File: config.mk
export PLATFORM = sky130hd
export DESIGN_NAME = str_fifo
export DESIGN_NICKNAME = d
export VERILOG_FILES = /design/src/rtl/str_pkg.sv /design/src/rtl/str_fifo_mem.sv /design/src/rtl/str_fifo.sv
export SDC_FILE = /design/constraint.sdc
export NUM_CORES = 1
export LEC_CHECK = 0
export CORE_MARGIN = 2
export CORE_UTILIZATION = 40
export CTS_CLUSTER_DIAMETER = 100
export DETAILED_ROUTE_END_ITERATION = 12
export PLACE_DENSITY_LB_ADDON = 0.12
export REMOVE_ABC_BUFFERS = 1
export SKIP_LAST_GASP = 1
export SLEW_MARGIN = 20
export SYNTH_ARGS = -nofsm -noshare
export SYNTH_HDL_FRONTEND = slang
export SYNTH_HIERARCHICAL = 1
export SYNTH_SLANG_ARGS = --single-unit
File: constraint.sdc
create_clock -name clk -period 4.1 [get_ports clk]
set_input_delay 0.82 -clock clk [delete_from_list [all_inputs] [get_ports clk]]
set_output_delay 0.82 -clock clk [all_outputs]
set_load 0.03 [all_outputs]
File: src/rtl/str_pkg.sv
// Shared definitions for the str_fifo slice: default data width, pointer width helper and the
// pointer typedef pattern (one extra wrap bit above the index bits).
package str_pkg;

  localparam int unsigned StrDefaultVw = 32;
  localparam int unsigned StrMaxDepth  = 256;

  // Index bits plus one wrap bit, so full and empty can be told apart when indices match.
  function automatic int unsigned str_ptr_w(int unsigned depth);
    return $clog2(depth) + 1;
  endfunction

  localparam int unsigned StrMaxPtrW = str_ptr_w(StrMaxDepth);

  // Modules declare their own pointer type the same way, sized with str_ptr_w(DEPTH).
  typedef logic [StrMaxPtrW-1:0] str_ptr_max_t;

endpackage

File: src/rtl/str_fifo_mem.sv
// Storage array for str_fifo: one write port and a read port with a registered address.
// The array itself is never reset.
module str_fifo_mem #(
  parameter int unsigned  Width = 32,
  parameter int unsigned  Depth = 4,
  localparam int unsigned AW    = $clog2(Depth)
) (
  input  logic             clk_i,
  input  logic             we_i,
  input  logic [AW-1:0]    waddr_i,
  input  logic [Width-1:0] wdata_i,
  input  logic [AW-1:0]    raddr_i,
  output logic [Width-1:0] rdata_o
);

  logic [Width-1:0] mem_q [Depth];
  logic [AW-1:0]    raddr_q;

  always_ff @(posedge clk_i) begin
    if (we_i) begin
      mem_q[waddr_i] <= wdata_i;
    end
    raddr_q <= raddr_i;
  end

  assign rdata_o = mem_q[raddr_q];

endmodule

File: src/rtl/str_fifo.sv
// Registered-handshake stream FIFO with 1-cycle fill latency and no bypass.
// Define STR_FIFO_LEVEL_EN to add the registered occupancy output `level`.
module str_fifo
  import str_pkg::*;
#(
  parameter int unsigned VW    = StrDefaultVw,
  parameter int unsigned DEPTH = 4
) (
  input  logic          clk,
  input  logic          rst,
  input  logic          s_tvalid,
  output logic          s_tready,
  input  logic [VW-1:0] s_tdata,
  output logic          m_tvalid,
  input  logic          m_tready,
  output logic [VW-1:0] m_tdata
`ifdef STR_FIFO_LEVEL_EN
  ,
  output logic [str_ptr_w(DEPTH)-1:0] level
`endif
);

  localparam int unsigned PtrW = str_ptr_w(DEPTH);
  localparam int unsigned IdxW = PtrW - 1;

  typedef logic [PtrW-1:0] ptr_t;

  ptr_t wptr_q, wptr_d;
  ptr_t rptr_q, rptr_d;
  logic s_tready_q, m_tvalid_q;
  logic push, pop;
  logic full_d, empty_d;

  // Handshake flags are computed from the next pointers so they can be registered directly.
  always_comb begin
    push    = s_tvalid & s_tready_q;
    pop     = m_tvalid_q & m_tready;
    wptr_d  = push ? wptr_q + ptr_t'(1) : wptr_q;
    rptr_d  = pop ? rptr_q + ptr_t'(1) : rptr_q;
    full_d  = (wptr_d[IdxW-1:0] == rptr_d[IdxW-1:0]) && (wptr_d[PtrW-1] != rptr_d[PtrW-1]);
    empty_d = (wptr_d == rptr_d);
  end

  always_ff @(posedge clk or negedge rst) begin
    if (!rst) begin
      wptr_q     <= '0;
      rptr_q     <= '0;
      s_tready_q <= 1'b0;
      m_tvalid_q <= 1'b0;
    end else begin
      wptr_q     <= wptr_d;
      rptr_q     <= rptr_d;
      s_tready_q <= !full_d;
      m_tvalid_q <= !empty_d;
    end
  end

  assign s_tready = s_tready_q;
  assign m_tvalid = m_tvalid_q;

  // Read address tracks the next head, so a fresh word is visible right after its write edge.
  str_fifo_mem #(
    .Width (VW),
    .Depth (DEPTH)
  ) u_mem (
    .clk_i   (clk),
    .we_i    (push),
    .waddr_i (wptr_q[IdxW-1:0]),
    .wdata_i (s_tdata),
    .raddr_i (rptr_d[IdxW-1:0]),
    .rdata_o (m_tdata)
  );

`ifdef STR_FIFO_LEVEL_EN
  ptr_t level_q;

  always_ff @(posedge clk or negedge rst) begin
    if (!rst) begin
      level_q <= '0;
    end else begin
      level_q <= wptr_d - rptr_d;
    end
  end

  assign level = level_q;
`endif

endmodule

# [Word level (Yosys, flattened, before mapping)]
# Memory sizes are Yosys's and may differ from the RTL's. A register that Yosys moved wholly into a read port is not among the register bits.
# Index checks and enable logic that the tools add are counted.
[totals] register_bits=8 mem_bits_rw=128 in_bits=36 out_inout_bits=34 elab_cells=19 mem_count=1
[mem_list] name="u_mem.mem_q" depth=4 word_bits=32 rd=1 rd_ports_with_merged_regs=1 write_ports=1 line_no="str_fifo_mem.sv:16" rtl="logic [Width-1:0] mem_q [Depth];"
[op_classes] add_sub_neg=2 n_eq_ne=3 n_mux=4 n_bitwise=2 n_reduce_logical=3
[ops] cell="$add 3x1->3 const B" n=2
[ops] cell="$mux 3" n=2
[ops] cell="$eq 3x3->1" n=1
[ops] cell="$and 1x1->1" n=2
[ops] cell="$eq 2x2->1" n=1
[ops] cell="$logic_not 1->1" n=2
[ops] cell="$mux 1" n=2
[ops] cell="$logic_and 1x1->1" n=1
[ops] cell="$ne 1x1->1" n=1

# [Depth between registers and ports, before layout]
[logic_depth] depth_word=5 mapped_depth=5 ltp_nobuf=5

# [Hierarchy]
# Netlist, hierarchy kept.
[modules_own_cells] mod="str_fifo_mem" n_inst=1 cells_per_inst=173 area_each_um2=4729.5 seq_area_each_um2=3883.7
[modules_own_cells] mod="str_fifo" n_inst=1 cells_per_inst=28 area_each_um2=367.9 seq_area_each_um2=200.2

# [Least setup slack after synthesis]
# OpenSTA, ideal clock, no wires.
[synth_path] path_type="in2reg" start="input port s_tvalid" end="memory u_mem.mem_q[0][0], enable pin" setup_time_ns=0.468 t_arrival_ns=3.367 required_time_ns=3.632 path_slack_ns=0.265 path_stages=3 n_path_buf=0 path_cell_list="nand2_2 > inv_1 > nor3b_1"
[synth_between] elab_chain_len=3
[synth_lines] element="from (decl)" line_no="str_fifo.sv:11" rtl="input logic s_tvalid,"
[synth_lines] element="$and 1x1->1" line_no="str_fifo.sv:36" rtl="push = s_tvalid & s_tready_q;"
[synth_lines] element="net push" line_no="str_fifo.sv:31" rtl="logic push, pop;"
[synth_lines] element="$mux 1" line_no="str_fifo_mem.sv:20" rtl="if (we_i) begin"
[synth_lines] element="$mux 1 (not written as such)" line_no="str_fifo_mem.sv:21" rtl="mem_q[waddr_i] <= wdata_i;"
[synth_lines] element="to (decl)" line_no="str_fifo_mem.sv:16"
# The timed path passes the listed nets, and every way through them passes these cells.

==> results.py <==
metrics = {
    "route": {
        "wire_per_inst_um": 18.31,
        "via_count": 2238,
        "dr.first_iter.drc_count": 109,
        "drc": 0,
        "firstDrtPassIters": 4,
        "drtAntennaViolNets": 0,
        "viasPerCell": 4.772,
        "routed_wl_mm": 8.586,
    },
    "sta": {
        "clock_skew_ns": 0.004823,
        "hold_viol_final": 0,
        "rsz0062_at_grt": "false",
        "max_freq_mhz": 296.2,
        "final.setup.tns_ns": 0,
        "setup_viol": 0,
        "relSlewSlack_pct": 37.53,
        "worstMarginPinSlew_ns": 0.9370,
        "slew_viol_final": 0,
        "fin_crit_sh_pct": 82.36,
        "min_period_ns": 3.377,
    },
    "final_layout": {
        "area_growth_syn_to_layout_pct": 27.98,
        "final_nets": 322,
        "drive_gt1_share_pct": 22.22,
        "diodes": 0,
    },
    "global_route": {
        "antenna_found_initial": 0,
        "grt_usage_pct": 13.96,
        "grt_pass1_wl_mm": 13.27,
        "gr-total-overflow": 0,
        "grt_pass1_vias": 2406,
        "grt_max_degree": 33,
    },
    "power_and_ir_drop": {
        "switchingPower_uw": 1599,
        "combPwrFrac_pct": 33.0,
        "p_int_uw": 3626,
        "p_per_area_nw_per_um2": 800.8,
        "sw_frac_of_total_pct": 30.60,
        "p_total_uw": 5224,
        "leakagePower_uw": 0.002158,
        "power_frac_clock_pct": 27.9,
        "peakVddDrop_mv": 0.3246,
        "seqPwrFrac_pct": 39.2,
    },
    "floorplan": {
        "io_pins": 70,
        "die_area_um2": 13660,
        "die_height_um": 116.9,
        "die-width_um": 116.9,
        "rows": 41,
        "core_area_um2": 12520,
        "start_util_pct": 40.72,
    },
    "critical_path": {
        "cp-start-kind": "register",
        "crit_type": "reg2out",
        "arrival_ns": 2.56,
        "required_ns": 3.28,
        "r2r_cells": 3,
        "crit_fanout": 18,
        "endpoint_kind": "output port",
        "rr_startpoint": "s_tready",
    },
    "yosys": {
        "ys.flop_type": "edfxtp_1",
        "syn_area_per_cell_um2": 25.36,
        "ys_top_cells_by_area": "edfxtp_1, mux4_2, dfrtp_1",
        "syn_area_um2": 5097,
        "yosysTopAreaCell": "edfxtp_1",
        "seq_area_frac_synth_pct": 80.12,
        "yosysTopAreaCellShare_pct": 75.41,
        "syn_inst": 201,
        "synth_edf_count": 128,
        "synth_cell_types": 21,
        "ys_ff_latch": 138,
        "async_flop_share_pct": 5.797,
        "yosysWarnings": 6,
    },
    "cts": {
        "cts_root_buffer": "clkbuf_16",
        "numCtsBuffers": 17,
        "cts.path.max_buffers": 2,
        "clkLatencyLatePin_ns": 0.41,
        "cts_setup_buffers": 0,
        "ctsResizeCount": 0,
        "hold_buffers": 0,
        "clock_sinks": 138,
        "clk_pin_slew_worst_paths_ns": 0.05,
        "ctsHtreeMaxLevel": 4,
        "cts_tree": "done",
    },
    "worst_hold_path": {
        "min_path_type": "reg2reg",
        "min-delay-start": "rptr_q[2]",
        "worstHoldPathCells": 2,
    },
    "placement": {
        "portBuffers": 69,
        "gp_congestion": 0.6539,
    },
    "flow_run": {
        "maxCapViolCount": 0,
    },
    "outcome": {
        "status": "finished clean",
    },
}
-- sequential cells by signal, summed over array words and instances (netlist names), named ones only --
signal,cells
u_mem/mem_q,128
s_tready,1
rptr_q,3
m_tvalid,1
wptr_q,3
-- cell type report --
| cell class | instances | area [um2] |
|---|---|---|
| fillers | 1040 | 5993 |
| flip-flops and latches | 138 | 4086 |
| multi-input cells | 53 | 924.6 |
| repair buffers | 71 | 718.2 |
| clock buffers | 21 | 440.4 |
| well taps | 172 | 215.2 |
| clock inverters | 11 | 127.6 |
| inverters | 3 | 11.26 |
-- cells by family (layout without fill, tap and decap cells) --
family,count (synthesis),after routing,synth area share [%]
flip-flops,138,138,80.12
multiplexers,34,34,14.87
adder cells (fa/ha/maj),2,2,0.4908
AND/OR/NAND/NOR,10,10,1.252
buffers and inverters,10,106,1.915
XOR/XNOR,7,7,1.350
-- metal layers --
layer	GRT usage [%]	wire length (um)	part of all wire, %
met5	0	0	0
met4	7.294	183	2.1
met3	4.377	358	4.2
met2	22.50	4305	50
met1	17.04	3738	44
-- per-stage QoR --
stage	hold WS [ns]	cells	setup slack [ns]	util [%]	cell area, um2
4_1_cts	0.5131	469	0.6304	52.12	6524
2_1_floorplan	0.4770	194	0.2655	-	5011
5_1_grt	0.5431	469	0.5466	52.12	6524
3_5_place_dp	0.4989	437	1.076	47.58	5956
6_report	0.5061	469	0.7233	52.12	6524
3_3_place_gp	0.4928	437	1.090	47.58	5956
-- power groups by stage --
stage | sequential [uW] | clock, uW | combinational [uW]
after floorplan | 2060 | 0 | 1080
after global placement | 2080 | 0 | 1750
after detailed placement | 2090 | 0 | 1750
after CTS | 2060 | 1490 | 1760
after global routing | 2090 | 1550 | 1830
final | 2050 | 1460 | 1720
-- critical path: stages, from the launching register on --
cell,delay [ns]
dfxtp_2,0.70
buf_12,0.27
mux4_1,0.56
clkdlybuf4s50_1,0.60
-- placed cells by master (no fill, tap or decap) --
cell,netlist,final
clkinv_2,0,3
nand2_1,1,1
mux4_1,2,2
xor2_1,3,3
inv_1,3,3
edfxtp_1,128,128
mux2_4,2,2
xnor2_1,3,3
dfrtp_1,8,8
xnor2_2,1,1
clkinv_1,0,4
clkinvlp_4,0,1
ha_1,2,2
mux4_2,30,30
clkbuf_1,0,4
clkdlybuf4s50_1,0,69
and3_2,0,1
bufinv_16,0,3
buf_12,3,1
nand3b_1,1,1
dfxtp_2,0,2
nand3_1,3,3
nand2_2,1,1
clkbuf_16,0,17
and3b_2,0,2
nor3b_2,0,1
buf_4,0,1
-- synthesized netlist by cell type (3+ instances only) --
library cell,number
edfxtp_1,128
mux4_2,30
dfrtp_1,8
buf_12,3
buf_2,3
inv_1,3
nand3_1,3
xnor2_1,3
xor2_1,3
-- final timing paths --
check | to | slack [ns]
worst max-delay path | m_tdata[31] | 0.72
worst max register to register | u_mem/mem_q[2][9] | 2.31
max in group asynchronous | rptr_q[0] | 3.14
min in group asynchronous | wptr_q[2] | 0.69
worst min register to register | rptr_q[2] | 0.51
worst min-delay path | rptr_q[2] | 0.51
Power figures use the tool's default switching activity.
